**config.mk**
```make
export PLATFORM = sky130hd
export DESIGN_NAME = imul_accum_reduce
export DESIGN_NICKNAME = d
export VERILOG_FILES = /design/src/rtl/imul_accum_reduce.sv
export SDC_FILE = /design/constraint.sdc
export NUM_CORES = 1
export LEC_CHECK = 0
export ABC_AREA = 1
export CORE_ASPECT_RATIO = 0.6
export CORE_MARGIN = 5
export CORE_UTILIZATION = 40
export DETAILED_ROUTE_END_ITERATION = 10
export SETUP_SLACK_MARGIN = 0.3
export SLEW_MARGIN = 25
export SYNTH_ARGS = -nofsm -noshare
export SYNTH_HDL_FRONTEND = slang
export SYNTH_SLANG_ARGS = --single-unit
```
**constraint.sdc**
```tcl
create_clock -name clk -period 2.4 [get_ports clk]
set_clock_uncertainty 0.1 [all_clocks]
set_input_delay 0.24 -clock clk [delete_from_list [all_inputs] [get_ports clk]]
set_output_delay 0.24 -clock clk [all_outputs]
set_load 0.05 [all_outputs]
```
**src/rtl/imul_accum_reduce.sv**
```systemverilog
// imul_accum_reduce: sums a configured number of 32-bit multiplier products
// per job and returns one accumulated result with a sticky carry-out flag.
module imul_accum_reduce #(
    parameter int ACC_NBITS = 40,
    parameter int LEN_NBITS = 16
) (
    input  logic                 clk,
    input  logic                 reset,
    input  logic                 cfg_val,
    output logic                 cfg_rdy,
    input  logic [LEN_NBITS-1:0] cfg_msg,
    input  logic                 recv_val,
    output logic                 recv_rdy,
    input  logic [31:0]          recv_msg,
    output logic                 send_val,
    input  logic                 send_rdy,
    output logic [ACC_NBITS-1:0] send_msg,
    output logic                 send_ovf
);

    typedef enum logic [1:0] {
        S_IDLE  = 2'd0,
        S_ACCUM = 2'd1,
        S_DONE  = 2'd2
    } state_t;

    state_t                state_q;
    state_t                state_d;
    logic [ACC_NBITS-1:0]  acc_q;
    logic [ACC_NBITS-1:0]  acc_d;
    logic [LEN_NBITS-1:0]  cnt_q;
    logic [LEN_NBITS-1:0]  cnt_d;
    logic                  ovf_q;
    logic                  ovf_d;
    logic [ACC_NBITS:0]    sum;
    logic                  cfg_go;
    logic                  recv_go;
    logic                  send_go;

    // One extra bit on the adder captures the carry-out of the wrap.
    assign sum = {1'b0, acc_q} + (ACC_NBITS+1)'(recv_msg);

    assign cfg_go  = cfg_val  & cfg_rdy;
    assign recv_go = recv_val & recv_rdy;
    assign send_go = send_val & send_rdy;

    always_ff @(posedge clk or negedge reset) begin
        if (!reset) begin
            state_q <= S_IDLE;
            acc_q   <= '0;
            cnt_q   <= '0;
            ovf_q   <= 1'b0;
        end else begin
            state_q <= state_d;
            acc_q   <= acc_d;
            cnt_q   <= cnt_d;
            ovf_q   <= ovf_d;
        end
    end

    always_comb begin
        state_d  = state_q;
        acc_d    = acc_q;
        cnt_d    = cnt_q;
        ovf_d    = ovf_q;
        cfg_rdy  = 1'b0;
        recv_rdy = 1'b0;
        send_val = 1'b0;
        unique case (state_q)
            S_IDLE: begin
                cfg_rdy = 1'b1;
                if (cfg_go) begin
                    acc_d = '0;
                    cnt_d = cfg_msg;
                    ovf_d = 1'b0;
                    if (cfg_msg == '0) begin
                        state_d = S_DONE;
                    end else begin
                        state_d = S_ACCUM;
                    end
                end
            end
            S_ACCUM: begin
                recv_rdy = 1'b1;
                if (recv_go) begin
                    acc_d = sum[ACC_NBITS-1:0];
                    ovf_d = ovf_q | sum[ACC_NBITS];
                    cnt_d = cnt_q - 1'b1;
                    if (cnt_q == LEN_NBITS'(1)) begin
                        state_d = S_DONE;
                    end
                end
            end
            S_DONE: begin
                send_val = 1'b1;
                if (send_go) begin
                    state_d = S_IDLE;
                end
            end
            default: begin
                state_d = S_IDLE;
            end
        endcase
    end

    // Gate data with valid so downstream never sees stale sums as data.
    assign send_msg = acc_q & {ACC_NBITS{send_val}};
    assign send_ovf = ovf_q & send_val;

`ifndef SYNTHESIS
    function automatic string line_trace();
        string st;
        unique case (state_q)
            S_IDLE:  st = "I";
            S_ACCUM: st = "A";
            S_DONE:  st = "D";
            default: st = "?";
        endcase
        return $sformatf("%b%b:%h|%b%b:%h|%s|%b%b:%h:%b",
                         cfg_val, cfg_rdy, cfg_msg,
                         recv_val, recv_rdy, recv_msg, st,
                         send_val, send_rdy, send_msg, send_ovf);
    endfunction
`endif

endmodule

```
==> results of run 1 <==
## logic make-up after synthesis
group / Yosys count / synth area share, %
adder cells (fa/ha/maj): 35 / 7.918
XOR/XNOR: 4 / 0.6227
AND/OR/NAND/NOR: 510 / 37.28
multiplexers: 1 / 0.1779
flip-flops: 59 / 26.25
AO/OA/AOI/OAI: 150 / 14.32
buffers and inverters: 194 / 13.43
## sequential cells by signal (all words and copies together), names as in the netlist
signal,flops
cnt_q,16
state_q,2
acc_q,40
ovf_q,1
## area by class of cell
class,count,area (um2)
Fill cell,1313,5383
Multi-Input combinational cell,700,3953
Timing Repair Buffer,137,1690
Sequential cell,59,1478
Inverter,176,671.9
Tap cell,192,240.2
Clock buffer,9,225.2
Clock inverter,6,67.56
## layout by cell type (no fill, tap or decap), types with 4 or more instances in the layout
cell type,instances
nand2_1,254
inv_1,170
nor2_1,136
dfrtp_1,58
o21ai_0,50
a21oi_1,50
clkdlybuf4s50_1,50
buf_12,42
buf_4,40
nand3_1,33
ha_4,28
nand2_2,24
nor2_2,16
o21ai_1,15
o22ai_1,14
nor3_1,13
clkbuf_16,9
nand3_2,8
a21oi_2,7
ha_1,6
nor2_4,5
xor2_1,4
nand4_1,4
nand2_4,4
nor4_1,4
## Yosys cell counts
cell type  instances  area share (%)
o22ai_1           14             1.6
nor2_4             2            0.40
o21bai_2           1            0.20
nor3_1            14             1.2
inv_1            172              11
nand3b_1           3            0.40
inv_6              1            0.16
nor2_1           149             9.9
nand2_2            7            0.78
buf_4              4            0.53
a31oi_1            2            0.22
clkbuf_2           1           0.089
nand3_2            5            0.89
o21a_1             1            0.13
o21ai_1           10            0.89
dfrtp_1           59              26
clkbuf_1           8            0.53
o21bai_1           3            0.40
nand4_1            4            0.44
mux2i_1            1            0.18
ha_1              34             7.6
nor4_1             4            0.44
and3_1             1            0.11
nand3_1           38             3.4
buf_2              5            0.44
a31o_2             1            0.16
fa_1               1            0.36
nand2_1          275              18
inv_2              3            0.20
a21oi_1           57             5.1
o31ai_1            2            0.27
and2_1             1            0.11
a22oi_1            2            0.27
o21ai_0           55             4.9
xor2_1             4            0.62
o211ai_1           2            0.27
nor2_2             6            0.67
or2_2              1            0.11
## metrics by stage
stage                     hold slack (ns)  instance area [um2]  instances  setup TNS (ns)  worst slack (ns)
after floorplan                   -0.1556                 5628        953               0            0.1229
after global placement             0.1904                 7387       1254         -0.1787          -0.06367
after detailed placement           0.1937                 7387       1254         -0.4360           -0.1056
after CTS                          0.3633                 7770       1273               0            0.2883
after global routing               0.4237                 8325       1279               0            0.2016
final                              0.3483                 8325       1279               0            0.3362
## power by group through the flow
stage | clock (W) | combinational (W) | sequential, W
final | 0.00133 | 0.00621 | 0.00182
after CTS | 0.00134 | 0.00546 | 0.00173
after global routing | 0.00138 | 0.00687 | 0.00188
after floorplan | 0 | 0.00362 | 0.00163
after detailed placement | 0 | 0.00534 | 0.00173
after global placement | 0 | 0.00535 | 0.00173
## worst paths after layout
kind	endpoint	slack, ns
setup reg to reg	acc_q[36]$_DFFE_PN0P_	0.34
setup / recovery	acc_q[36]$_DFFE_PN0P_	0.34
hold / removal	acc_q[0]$_DFFE_PN0P_	0.35
max in group asynchronous	acc_q[24]$_DFFE_PN0P_	1.19
min in group clk	cnt_q[5]$_DFFE_PN0P_	0.41
hold reg to reg	cnt_q[5]$_DFFE_PN0P_	0.41
## routing by layer
metal,vias to the layer above,part of all wire (%),GRT usage [%]
met1,2849,52,37.82
li1,3244,-,-
met5,-,0,0
met2,249,36,30.29
met3,16,11,5.522
met4,0,1.2,4.704
## timing repair
action                                  in CTS  in global routing
endpoints found under the setup margin      57                 32
pin swaps                                   10                 12
gates resized for setup                     16                 98
endpoints found under the hold margin       22                  0
hold buffers                                 1                  0
setup buffers                                3                  6
==> summary.txt, run 1 <==
status: finished, final reports clean
max_cap viols: 0
Hold Fails Final Rpt: 0
Critical Path Sink Type: flip-flop
Worst-path clk slew: 0.06 ns
GRT Residual Overflow: 0
1st-iter DRT viols: 492
Least-Margin Pin Slew: 0.6385 ns
Post-route DRC: 0
die height: 101.9 um
unrepaired setup endpoints after global routing: yes
Pleak: 3.983 nW
Area Growth Syn to Fin: 48.00%
Initial Utilization: 41.04%
Finished Core Util: 60.73%
Hold Path Class: input pin to asynchronous set/reset pin
internal power: 0.004650 W
pin count of the biggest net entering global routing: 48
VDD IR max: 0.0005041 V
Crit path largest cell delay: 0.41 ns
Setup violations, final: 0
Core Area: 13,710 um2
Worst setup SP type: flip-flop
I/O pin total: 97
Mapped Cells: 953
sw frac: 50.31%
# diodes: 0
register area share after synthesis: 26.25%
count of different cell masters after synthesis: 38
NumNets Final: 1,171
WP data required: 2.53 ns
RR Startpoint: acc_q[0]$_DFFE_PN0P_
Clock Power Share: 14.2%
HPWL Detailed: 14,710 um
CTS tree: yes
crit-path cells: ha_4 > fa_2 > nand2_2 > nand3_2 > nand2_4 > nand3b_1 > nand3_2 > nand2_1 > nand2_1 > a21oi_1 > nor2_1
Slew HR: 57.43%
Crit. Startpoint: acc_q[0]$_DFFE_PN0P_
Power, Total: 0.009358 W
Via Count: 6,358
clk buf depth: 2
power share of the sequential group: 19.4%
# H-tree levels: 3
clock sinks: 59
IO buf count: 96
CP top delay family: simple AND/OR/NAND/NOR gates
Crit path depth: 11
NetSw: 0.004708 W
Worst-Skew Late Latency: 0.35 ns
Worst Path Max Fanout: 4
final WL: 19,330 um
DR vias/cell: 4.971
FP Rows: 33
post-route ant nets: 0
Die Area: 16,610 um2
post-synthesis cell area: 5625 um2
initial antenna violation count: 0
DR pass1 iterations: 5
routed length per instance: 15.11 um
Final Slew Violations: 0
Yosys reg bits: 59
first-pass GRT wire length: 30,350 um
layout cells sized above 1: 18.95%
CP Class: flip-flop to flip-flop
Tot GR Track Use: 23.21%
CP bufs+invs: 0
fin crit share: 85.99%
syn_area_per_cell: 5.903 um2
CP max stage cell: dfrtp_1
Power Dens Cells: 1124 nW/um2
combinational fraction of design power: 66.4%
GP Congestion: 0.9370
Min Clock Period, post-route: 2.064 ns
Fmax achieved: 484.5 MHz
Worst Reg-to-Reg Cells: 11
Num CTS Buffers: 9
root buf cell: clkbuf_16
CP arrival: 2.19 ns
synth warn: 0
Die W: 163.1 um
vias in the first global route: 5,877
syn_nets: 1,041
(Power assumes the default switching activity.)
==> inputs of run 2 (changes only) <==
CORE_ASPECT_RATIO = 0.8   (was 0.6)
==> summary.txt, run 2 (synthesis gave the netlist of run 1 again) <==
Num CTS Buffers: 9 (unchanged)
# diodes: 0 (unchanged)
Pleak: 4.046 nW (was 3.983 nW)
first-pass GRT wire length: 29,260 um (was 30,350 um)
placed insts: 1,246 (was 1,254)
vias in the first global route: 5,844 (was 5,877)
CP top delay family: buffers and inverters (was simple AND/OR/NAND/NOR gates)
Hold Fails Final Rpt: 0 (unchanged)
GRT Residual Overflow: 0 (unchanged)
placed inst area: 7402 um2 (was 7387 um2)
Tot GR Track Use: 22.04% (was 23.21%)
IO buf count: 96 (unchanged)
Setup violations, final: 0 (unchanged)
most frequent cells in the layout: 253 x nand2_1, 172 x inv_1, 95 x nor2_1, 57 x dfrtp_1, 56 x nor2_2 (was 254 x nand2_1, 170 x inv_1, 136 x nor2_1, 58 x dfrtp_1)
FP Rows: 38 (was 33)
Worst-path clk slew: 0.06 ns (about the same)
fin crit share: 88.10% (was 85.99%)
number of flip-flops in the largest register: 40 (unchanged)
Crit path largest cell delay: 0.42 ns (was 0.41 ns)
Initial Utilization: 41.08% (was 41.04%)
Core Area: 13,690 um2 (was 13,710 um2)
FILL cells: 1,288 (was 1,313)
pin count of the biggest net entering global routing: 48 (unchanged)
Die W: 142.6 um (was 163.1 um)
Via Count: 6,311 (was 6,358)
Area Growth Syn to Fin: 51.65% (was 48.00%)
# H-tree levels: 3 (unchanged)
HPWL Detailed: 14,100 um (was 14,710 um)
Final Instance Area: 8531 um2 (was 8325 um2)
Finished Core Util: 62.30% (was 60.73%)
CTS tree: yes (unchanged)
CP max stage cell: dfrtp_1 (unchanged)
unrepaired setup endpoints after global routing: yes (unchanged)
routed length per instance: 14.69 um (was 15.11 um)
clk buf depth: 2 (unchanged)
Crit. Startpoint: state_q[1]$_DFFE_PN0P_ (was acc_q[0]$_DFFE_PN0P_)
final WL: 18,700 um (was 19,330 um)
NumNets Final: 1,176 (was 1,171)
multi-input logic area: 4080 um2 (was 3953 um2)
post-route ant nets: 0 (unchanged)
crit-path cells: inv_1 > nor2_2 > bufinv_8 > nor2_1 > buf_12 (was ha_4 > fa_2 > nand2_2 > nand3_2 > nand2_4 > nand3b_1 > nand3_2 > nand2_1 > nand2_1 > a21oi_1 > nor2_1)
die height: 116.1 um (was 101.9 um)
Slew HR: 61.89% (was 57.43%)
initial antenna violation count: 0 (unchanged)
Largest Register: acc_q (unchanged)
VDD IR max: 0.0005446 V (was 0.0005041 V)
Worst-Skew Late Latency: 0.33 ns (was 0.35 ns)
Power Dens Cells: 1115 nW/um2 (was 1124 nW/um2)
Final Slew Violations: 0 (unchanged)
non-filler instance count after layout: 1,273 (was 1,279)
status: finished, final reports clean (unchanged)
Regs by FF count: acc_q x40, cnt_q x16, state_q x2 (unchanged)
DR pass1 iterations: 5 (unchanged)
Critical Path Sink Type: output port (was flip-flop)
Fmax achieved: 472.9 MHz (was 484.5 MHz)
Worst Path Max Fanout: 42 (was 4)
I/O pin total: 97 (unchanged)
commonest non-fill, non-tap cell in the layout: nand2_1 (unchanged)
layout cells sized above 1: 23.06% (was 18.95%)
Min Clock Period, post-route: 2.114 ns (was 2.064 ns)
Post-route DRC: 0 (unchanged)
Hold Path Class: input pin to asynchronous set/reset pin (unchanged)
DR vias/cell: 4.958 (was 4.971)
1st-iter DRT viols: 456 (was 492)
Worst setup SP type: flip-flop (unchanged)
CP arrival: 1.77 ns (was 2.19 ns)
Least-Margin Pin Slew: 0.5717 ns (was 0.6385 ns)
root buf cell: clkbuf_16 (unchanged)
CP bufs+invs: 3 (was 0)
WP data required: 2.06 ns (was 2.53 ns)
clock sinks: 59 (unchanged)
RR Startpoint: acc_q[0]$_DFFE_PN0P_ (unchanged)
Power, Total: 0.009511 W (was 0.009358 W)
Die Area: 16,550 um2 (was 16,610 um2)
GP Congestion: 0.9345 (was 0.9370)
max_cap viols: 0 (unchanged)
Reg area: 1479 um2 (was 1478 um2)
CP Class: flip-flop to output port (was flip-flop to flip-flop)
==> run 2: final timing paths <==
| path | endpoint | slack [ns] | cells after the start |
|---|---|---|---|
| setup / recovery | send_msg[24] | 0.29 | 5 |
| hold / removal | acc_q[15]$_DFFE_PN0P_ | 0.34 | 2 |
| setup reg to reg | acc_q[20]$_DFFE_PN0P_ | 0.34 | 11 |
| hold reg to reg | cnt_q[11]$_DFFE_PN0P_ | 0.42 | 2 |
| max in group asynchronous | acc_q[28]$_DFFE_PN0P_ | 1.22 | 3 |
| min in group clk | cnt_q[11]$_DFFE_PN0P_ | 0.42 | 2 |
==> run 2: layer usage <==
layer | GRT usage [%] | wire [um]
met4 | 4.497 | 259
met3 | 3.960 | 1249
met2 | 33.45 | 7829
met5 | 0 | 0
met1 | 32.85 | 9359
==> run 2: worst register-to-register path, stage by stage, from the launching register on <==
cell      delay [ns]
dfrtp_1         0.41
ha_4            0.18
fa_2            0.42
nand2_2         0.10
nand3_2         0.08
nand2_4         0.11
nand3b_1        0.13
nand3_2         0.10
buf_4           0.15
nand2_1         0.05
nand2_1         0.04
o22ai_1         0.11
==> run 2: area by class of cell <==
| class | instances | share of cell area [%] |
|---|---|---|
| Inverter | 176 | 8.067 |
| Multi-Input combinational cell | 700 | 47.83 |
| Clock inverter | 4 | 0.8507 |
| Timing Repair Buffer | 142 | 20.27 |
| Sequential cell | 59 | 17.34 |
| Clock buffer | 12 | 3.007 |
| Tap cell | 180 | 2.640 |
==> run 2: stage by stage <==
stage               hold slack, ns  setup WS (ns)  TNS [ns]
global route                0.4002         0.2135         0
CTS                         0.3693         0.3009         0
finish                      0.3416         0.2856         0
floorplan                  -0.1556         0.1229         0
detailed placement          0.1693       -0.06272   -0.2103
global placement            0.1664       -0.01944  -0.03362
==> run 2: what timing repair did <==
item                                   CTS  global route
setup endpoints to repair               50            72
setup buffers                            0            10
hold buffers                             1             0
pin swaps                                0            23
endpoints found under the hold margin   21             0
gates resized for setup                  7           151
==> run 2: power breakdown <==
| group | internal [W] | switching [W] |
|---|---|---|
| registers | 0.00141 | 0.000414 |
| clock network | 0.000964 | 0.000484 |
| logic | 0.00250 | 0.00375 |
